`config.mk`:
```
export PLATFORM = sky130hd
export DESIGN_NAME = lattice_seq
export DESIGN_NICKNAME = d
export VERILOG_FILES = /design/src/rtl/lattice_seq.sv
export SDC_FILE = /design/constraint.sdc
export NUM_CORES = 1
export LEC_CHECK = 0
export BUFFER_PORTS_ARGS = -buffer_cell sky130_fd_sc_hd__buf_2
export CAP_MARGIN = 40
export CORE_AREA = 2 2 107 135
export CTS_BUF_LIST = sky130_fd_sc_hd__clkbuf_2 sky130_fd_sc_hd__clkbuf_4 sky130_fd_sc_hd__clkbuf_8
export CTS_CLUSTER_DIAMETER = 200
export CTS_CLUSTER_SIZE = 25
export DETAILED_ROUTE_END_ITERATION = 10
export DIE_AREA = 0 0 109 137
export SYNTH_ARGS = -nofsm -noshare
export SYNTH_HDL_FRONTEND = slang
export SYNTH_SLANG_ARGS = --single-unit
```
`constraint.sdc`:
```
create_clock -name clk -period 5.25 [get_ports clk]
set_input_delay 1.05 -clock clk [delete_from_list [all_inputs] [get_ports clk]]
set_output_delay 1.05 -clock clk [all_outputs]
set_load 0.05 [all_outputs]
```
`src/rtl/lattice_seq.sv`:
```
// Key conditioning (sync, debounce, rising-edge pulse) and the idle/auto/manual
// sequencer that walks a fixed five-entry colour/unable table for the matrix driver.
module lattice_seq #(
  parameter int DEB_CYC  = 20000,
  parameter int HOLD_CYC = 1000000,
  parameter int DEB_W    = 16,
  parameter int HOLD_W   = 24
) (
  input  logic       clk,
  input  logic       rst,
  input  logic       key_next,
  input  logic       key_mode,
  input  logic       pause,
  output logic [1:0] color,
  output logic [2:0] unable,
  output logic [2:0] step,
  output logic       auto_mode,
  output logic       step_pulse
);

  localparam logic [DEB_W-1:0]  DEB_LAST  = DEB_W'(DEB_CYC - 1);
  localparam logic [HOLD_W-1:0] HOLD_LAST = HOLD_W'(HOLD_CYC - 1);

  typedef enum logic [1:0] {S_IDLE, S_AUTO, S_MANUAL} state_t;

  // Index 0 is key_next, index 1 is key_mode.
  logic [1:0]       w_raw;
  logic [1:0]       r_sync1;
  logic [1:0]       r_sync2;
  logic [1:0]       r_db;
  logic [1:0]       r_db_d;
  logic [1:0]       r_press;
  logic [DEB_W-1:0] r_deb_cnt [2];

  state_t           r_state;
  logic [2:0]       r_step;
  logic [1:0]       r_color;
  logic [2:0]       r_unable;
  logic             r_auto;
  logic             r_pulse;
  logic [HOLD_W-1:0] r_dwell;

  logic             w_nxt_p;
  logic             w_mode_p;
  logic             w_expire;
  logic [2:0]       w_step_nxt;
  logic [4:0]       w_tbl_nxt;
  logic [4:0]       w_tbl_first;

  function automatic logic [4:0] tbl(input logic [2:0] idx);
    case (idx)
      3'd0:    tbl = {2'b01, 3'b010};
      3'd1:    tbl = {2'b10, 3'b010};
      3'd2:    tbl = {2'b01, 3'b110};
      3'd3:    tbl = {2'b11, 3'b111};
      3'd4:    tbl = {2'b01, 3'b011};
      default: tbl = {2'b01, 3'b010};
    endcase
  endfunction

  assign w_raw       = {key_mode, key_next};
  assign w_nxt_p     = r_press[0];
  assign w_mode_p    = r_press[1];
  assign w_expire    = !pause && (r_dwell == HOLD_LAST);
  assign w_step_nxt  = (r_step == 3'd4) ? 3'd0 : r_step + 3'd1;
  assign w_tbl_nxt   = tbl(w_step_nxt);
  assign w_tbl_first = tbl(3'd0);

  // Synchroniser -> debouncer -> registered rising-edge pulse.
  always_ff @(posedge clk or negedge rst) begin
    if (!rst) begin
      r_sync1 <= '0;
      r_sync2 <= '0;
      r_db    <= '0;
      r_db_d  <= '0;
      r_press <= '0;
      for (int k = 0; k < 2; k++) r_deb_cnt[k] <= '0;
    end else begin
      r_sync1 <= w_raw;
      r_sync2 <= r_sync1;
      r_db_d  <= r_db;
      r_press <= r_db & ~r_db_d;
      for (int k = 0; k < 2; k++) begin
        if (r_sync2[k] == r_db[k]) begin
          r_deb_cnt[k] <= '0;
        end else if (r_deb_cnt[k] == DEB_LAST) begin
          r_db[k]      <= r_sync2[k];
          r_deb_cnt[k] <= '0;
        end else begin
          r_deb_cnt[k] <= r_deb_cnt[k] + DEB_W'(1);
        end
      end
    end
  end

  // Sequencer; a key press and a dwell expiry in the same cycle merge into one advance.
  always_ff @(posedge clk or negedge rst) begin
    if (!rst) begin
      r_state  <= S_IDLE;
      r_step   <= 3'd0;
      r_color  <= 2'b00;
      r_unable <= 3'b000;
      r_auto   <= 1'b0;
      r_pulse  <= 1'b0;
      r_dwell  <= '0;
    end else begin
      r_pulse <= 1'b0;
      case (r_state)
        S_IDLE: begin
          if (w_nxt_p || w_mode_p) begin
            r_state             <= S_AUTO;
            r_auto              <= 1'b1;
            r_step              <= 3'd0;
            {r_color, r_unable} <= w_tbl_first;
            r_pulse             <= 1'b1;
            r_dwell             <= '0;
          end
        end
        S_AUTO: begin
          if (w_nxt_p || w_expire) begin
            r_step              <= w_step_nxt;
            {r_color, r_unable} <= w_tbl_nxt;
            r_pulse             <= 1'b1;
            r_dwell             <= '0;
          end else if (!pause) begin
            r_dwell <= r_dwell + HOLD_W'(1);
          end
          if (w_mode_p) begin
            r_state <= S_MANUAL;
            r_auto  <= 1'b0;
            r_dwell <= '0;
          end
        end
        S_MANUAL: begin
          r_dwell <= '0;
          if (w_nxt_p) begin
            r_step              <= w_step_nxt;
            {r_color, r_unable} <= w_tbl_nxt;
            r_pulse             <= 1'b1;
          end
          if (w_mode_p) begin
            r_state <= S_AUTO;
            r_auto  <= 1'b1;
          end
        end
        default: begin
          r_state <= S_IDLE;
          r_auto  <= 1'b0;
        end
      endcase
    end
  end

  assign color      = r_color;
  assign unable     = r_unable;
  assign step       = r_step;
  assign auto_mode  = r_auto;
  assign step_pulse = r_pulse;

endmodule
```
* Word level (Yosys, flattened, before mapping)
Cells that the tools add are included.
Word-level totals: logic and storage cells 86, output and inout port bits 10, memories 0, bits of input ports 5, memory bits (read-only) 0, bits in latches 0, register bits after elaboration 78, RAM bits 0
Cells by class: reductions and logical operators 11, equal/unequal tests 18, multipliers 0, add/subtract/negate cells 4, shifts and indexed selects 0, mux-type cells 34, div/mod/pow operators 0, bitwise operators 4, magnitude comparators 0
Operator list (count):
- $mux W24 | 4
- $pmux W24 S3 | 1
- $mux W16 | 4
- $add A16 B1 Y16 const B | 2
- $eq A16 B15 Y1 const B | 2
- $add A24 B1 Y24 const B | 1
- $eq A24 B20 Y1 const B | 1
- $mux W3 | 7
- $pmux W5 S4 | 1
- $pmux W3 S3 | 2
- $pmux W2 S3 | 2
- $mux W2 | 5
- $ne A2 B2 Y1 const B | 5
- $eq A3 B2 Y1 const B | 2
- $eq A3 B3 Y1 const B | 2
- $mux W1 | 6
- $pmux W1 S3 | 2
- $reduce_and A3 Y1 | 2
- $ne A4 B4 Y1 const B | 1
- $reduce_and A2 Y1 | 2
- $reduce_and A4 Y1 | 1
- $add A3 B1 Y3 const B | 1
- $eq A3 B1 Y1 const B | 1
- $reduce_bool A3 Y1 | 1
- other kinds (10) | 13

* Longest topological paths before layout
depth in word-level cells 6, gate-level depth with buffers 9, depth with buffers taken out 7

* Worst setup path after synthesis
No wires, ideal clock.
kind input to register, start input pause, end register r_color[1], in the netlist color[1], path buffers 2, arrival time 2.727 ns, setup time 0.103 ns, stages on the path 7, slack 2.420 ns, cells stage by stage nand4b_4 or3_1 buf_2 o311a_4 or2_1 buf_6 o41ai_2
Between the ends: longest elaborated chain between the ends 5
Ends and longest elaborated chain:
- start: declaration | RTL line 13 | input logic pause,
- $logic_not A1 Y1
- $logic_and A1 B1 Y1 | RTL line 64 | assign w_expire = !pause && (r_dwell == HOLD_LAST);
- $logic_or A1 B1 Y1 | RTL line 120 | if (w_nxt_p || w_expire) begin
- $ne A2 B2 Y1 (no source line)
- $reduce_and A4 Y1 (no source line)
- end signal: assignment | RTL line 114 | {r_color, r_unable} <= w_tbl_first;
- end signal: assignment | RTL line 122 | {r_color, r_unable} <= w_tbl_nxt;
- end signal: assignment | RTL line 138 | {r_color, r_unable} <= w_tbl_nxt;
- end: declaration | RTL line 37 | logic [1:0] r_color;
Every way passes these cells. A chain may end at the register's enable or synchronous reset.

* Worst setup path after layout
start input pause, end register r_dwell[12]
Between the ends: longest elaborated chain between the ends 6, elaborated cells between the ends (all ways) 8, classes of those cells eq/ne: 1; mux: 3; reduce/logical: 4
Ends and longest elaborated chain:
- $logic_not A1 Y1
- $logic_and A1 B1 Y1 | RTL line 64
- $logic_or A1 B1 Y1 | RTL line 120
- $mux W24 | RTL line 120
- $mux W24 | RTL line 128 | if (w_mode_p) begin
- $pmux W24 S3 | RTL line 108 | case (r_state)
- end signal: assignment | RTL line 126 | r_dwell <= r_dwell + HOLD_W'(1);
- end: declaration | RTL line 41 | logic [HOLD_W-1:0] r_dwell;
Parallel ways exist; a longest one is shown, timed or not.

==> impl_metrics.json <==
{
  "outcome": "finished clean",
  "gp_congestion": 0.813,
  "clock_latency_ns": 0.35,
  "synth_commonest_cells": "dfrtp_1, nor2_1, nand2_1",
  "grt_pass1_wl_um": 14200,
  "finalHoldViolCount": 0,
  "cp_data_required_time_ns": 5.50,
  "leakage_nw": 1.92,
  "worst_hold_slack_ns": 0.353,
  "yosysTopAreaCellShare": 0.477,
  "worstHoldPathType": "reg2reg",
  "ioPinCount": 15,
  "gr-total-overflow": 0,
  "synth_compound_area_frac": 0.113,
  "finalSetupTns_ns": 0,
  "cts_tree": "built",
  "antenna_found_initial": 0,
  "rsz0062_at_grt": "no",
  "relSlewSlack": 0.551,
  "powerDensity_mw_per_mm2": 232,
  "syn_area_mm2": 0.00404,
  "numCtsBuffers": 9,
  "clk_path_buf_depth": 2,
  "clkSinkCount": 77,
  "worstPathArrival_ns": 3.10,
  "drive_above_1_share": 0.0964,
  "routed_wl_um": 8120,
  "dieArea_mm2": 0.0149,
  "drt_iter0_markers": 183,
  "start_util": 0.296,
  "grt_pass1_vias": 3182,
  "grt_max_degree": 52,
  "viasPerCell": 5.02,
  "path_class": "in2reg",
  "finalCriticalPeriod_ns": 2.85,
  "max-cap-violations": 0,
  "die_w_um": 109,
  "post-cts-setup-buffer-count": 0,
  "slew_viol_final": 0,
  "ys_ff_latch": 77,
  "synthToLayoutAreaGrowth_pct": 11.7,
  "fin_crit_sh": 0.544,
  "synthXorXnorAreaFrac": 0.0650,
  "setup_viol": 0,
  "synth_area_leaders": "dfrtp_1, nor2_1, xor2_1, o21ai_0, ha_1",
  "portBuffers": 14,
  "synth-simple-area-share": 0.251,
  "syn-num-nets": 442,
  "ir_worst_vdd_mv": 0.104,
  "crit_fanout": 15,
  "ys_types": 45,
  "ys.flop_type": "dfrtp_1",
  "coreArea_mm2": 0.0136,
  "finalNetCount": 457,
  "worst_path_max_delay_cell": "o31ai_2",
  "worstMarginPinSlew_ns": 0.669,
  "max_freq_ghz": 0.350,
  "cts_hold_buf": 0,
  "drc": 0,
  "syn_avg_cell_area_um2": 9.48,
  "root_buffer": "clkbuf_8",
  "synth_top_family_by_area": "simple AND/OR/NAND/NOR gates",
  "cp_slowest_stage_delay_ns": 0.63,
  "total_power_w": 0.00105,
  "post_cts_resized": 0,
  "vias": 3116,
  "yosys.area_share.adder": 0.0341,
  "place_hpwl_um": 5710,
  "yosysMostFrequentCell": "dfrtp_1",
  "n_antenna_cell": 0,
  "async_reset_ff_frac": 1.00,
  "start_kind": "input port",
  "antenna_left": 0,
  "grt_usage": 0.120,
  "endpoint_kind": "flip-flop",
  "firstDrtPassIters": 4,
  "synthMuxAreaShare": 0.0263,
  "crit_chain": "buf_2 -> nand4b_4 -> or3_1 -> o31ai_2 -> buf_4 -> o21ai_0 -> a21o_1",
  "path_clk_slew_ns": 0.08,
  "synth_edf_count": 0,
  "syn-instance-count": 426,
  "die_h_um": 137,
  "clock_skew_ns": 0.00804,
  "core.rowCount": 48,
  "wire_per_inst_um": 13.1,
  "fill_cells": 1404,
  "yosys_warnings": 0,
  "h-tree-depth": 3,
  "synth_top_area_cell": "dfrtp_1",
  "ys_seq_area_frac": 0.477
}
==> sequential cells by signal (all words and copies together), names as in the netlist, 3 cells and up <==
signal     flops
unable         3
r_dwell       24
step           3
r_deb_cnt     32
==> layout make-up <==
class                   count  area (µm²)  share of cell area
flip-flops and latches     77        1930               0.427
multi-input cells         315        1980               0.438
clock buffers              12         153              0.0338
clock inverters             4        23.8             0.00527
repair buffers             17         135              0.0299
inverters                  21        78.8              0.0175
well taps                 175         219              0.0485
==> routing by layer <==
layer,share of wire,vias up,track usage
met3,0.028,10,0.0295
met5,0,-,0
met2,0.50,29,0.211
li1,-,1537,-
met4,0.015,0,0.0513
met1,0.45,1540,0.136
==> critical path, delay by kind of cell <==
family	cells	cell delay [ns]
AOI/OAI and AO/OA	3	0.94
and+or+nand+nor	2	0.66
buffers and inverters	2	0.46
==> metrics by stage <==
stage / instance area (µm²) / setup WS, ns / utilization / std cells
floorplan: 4040 / 2.42 / - / 426
global placement: 4280 / 2.05 / 0.314 / 603
detailed placement: 4340 / 2.04 / 0.318 / 605
CTS: 4510 / 2.42 / 0.331 / 621
global route: 4510 / 2.29 / 0.331 / 621
finish: 4510 / 2.40 / 0.331 / 621
==> cell usage in the layout, fill, tap and decap left out, types with 15 or more instances in the layout <==
master	netlist	routed
nand4_1	15	15
o21ai_0	29	29
nand3_1	18	18
a21oi_1	20	20
nor2_1	51	51
dfrtp_1	77	77
inv_1	21	21
nand2_1	35	35
xor2_1	17	17
==> path summary, 6_finish.rpt <==
path	from	endpoint	slack (ns)	cells past startpoint
max	pause	r_dwell[12]$_DFFE_PN0P_	2.40	7
min	r_sync1[1]$_DFF_PN0_	r_sync2[1]$_DFF_PN0_	0.35	0
max reg2reg	r_dwell[1]$_DFFE_PN0P_	r_dwell[12]$_DFFE_PN0P_	2.61	7
min reg2reg	r_sync1[1]$_DFF_PN0_	r_sync2[1]$_DFF_PN0_	0.35	0
max in group asynchronous	rst	r_deb_cnt[4]$_DFF_PN0_	4.07	2
min in group asynchronous	rst	unable[0]$_DFFE_PN0P_	0.61	1
==> power breakdown <==
part | total, W | internal, W | switching, W
clock | 0.000416 | 0.000194 | 0.000222
sequential | 0.000602 | 0.000598 | 0.00000426
combinational | 0.0000286 | 0.00000855 | 0.0000201
==> logic make-up after synthesis <==
group,after synthesis
and+or+nand+nor,192
DFF,77
AOI/OAI and AO/OA,72
buffers and inverters,34
xor gates and xnor gates,30
adders and majority gates,11
muxes,10
Note: power is estimated with default switching activity, not from simulation.
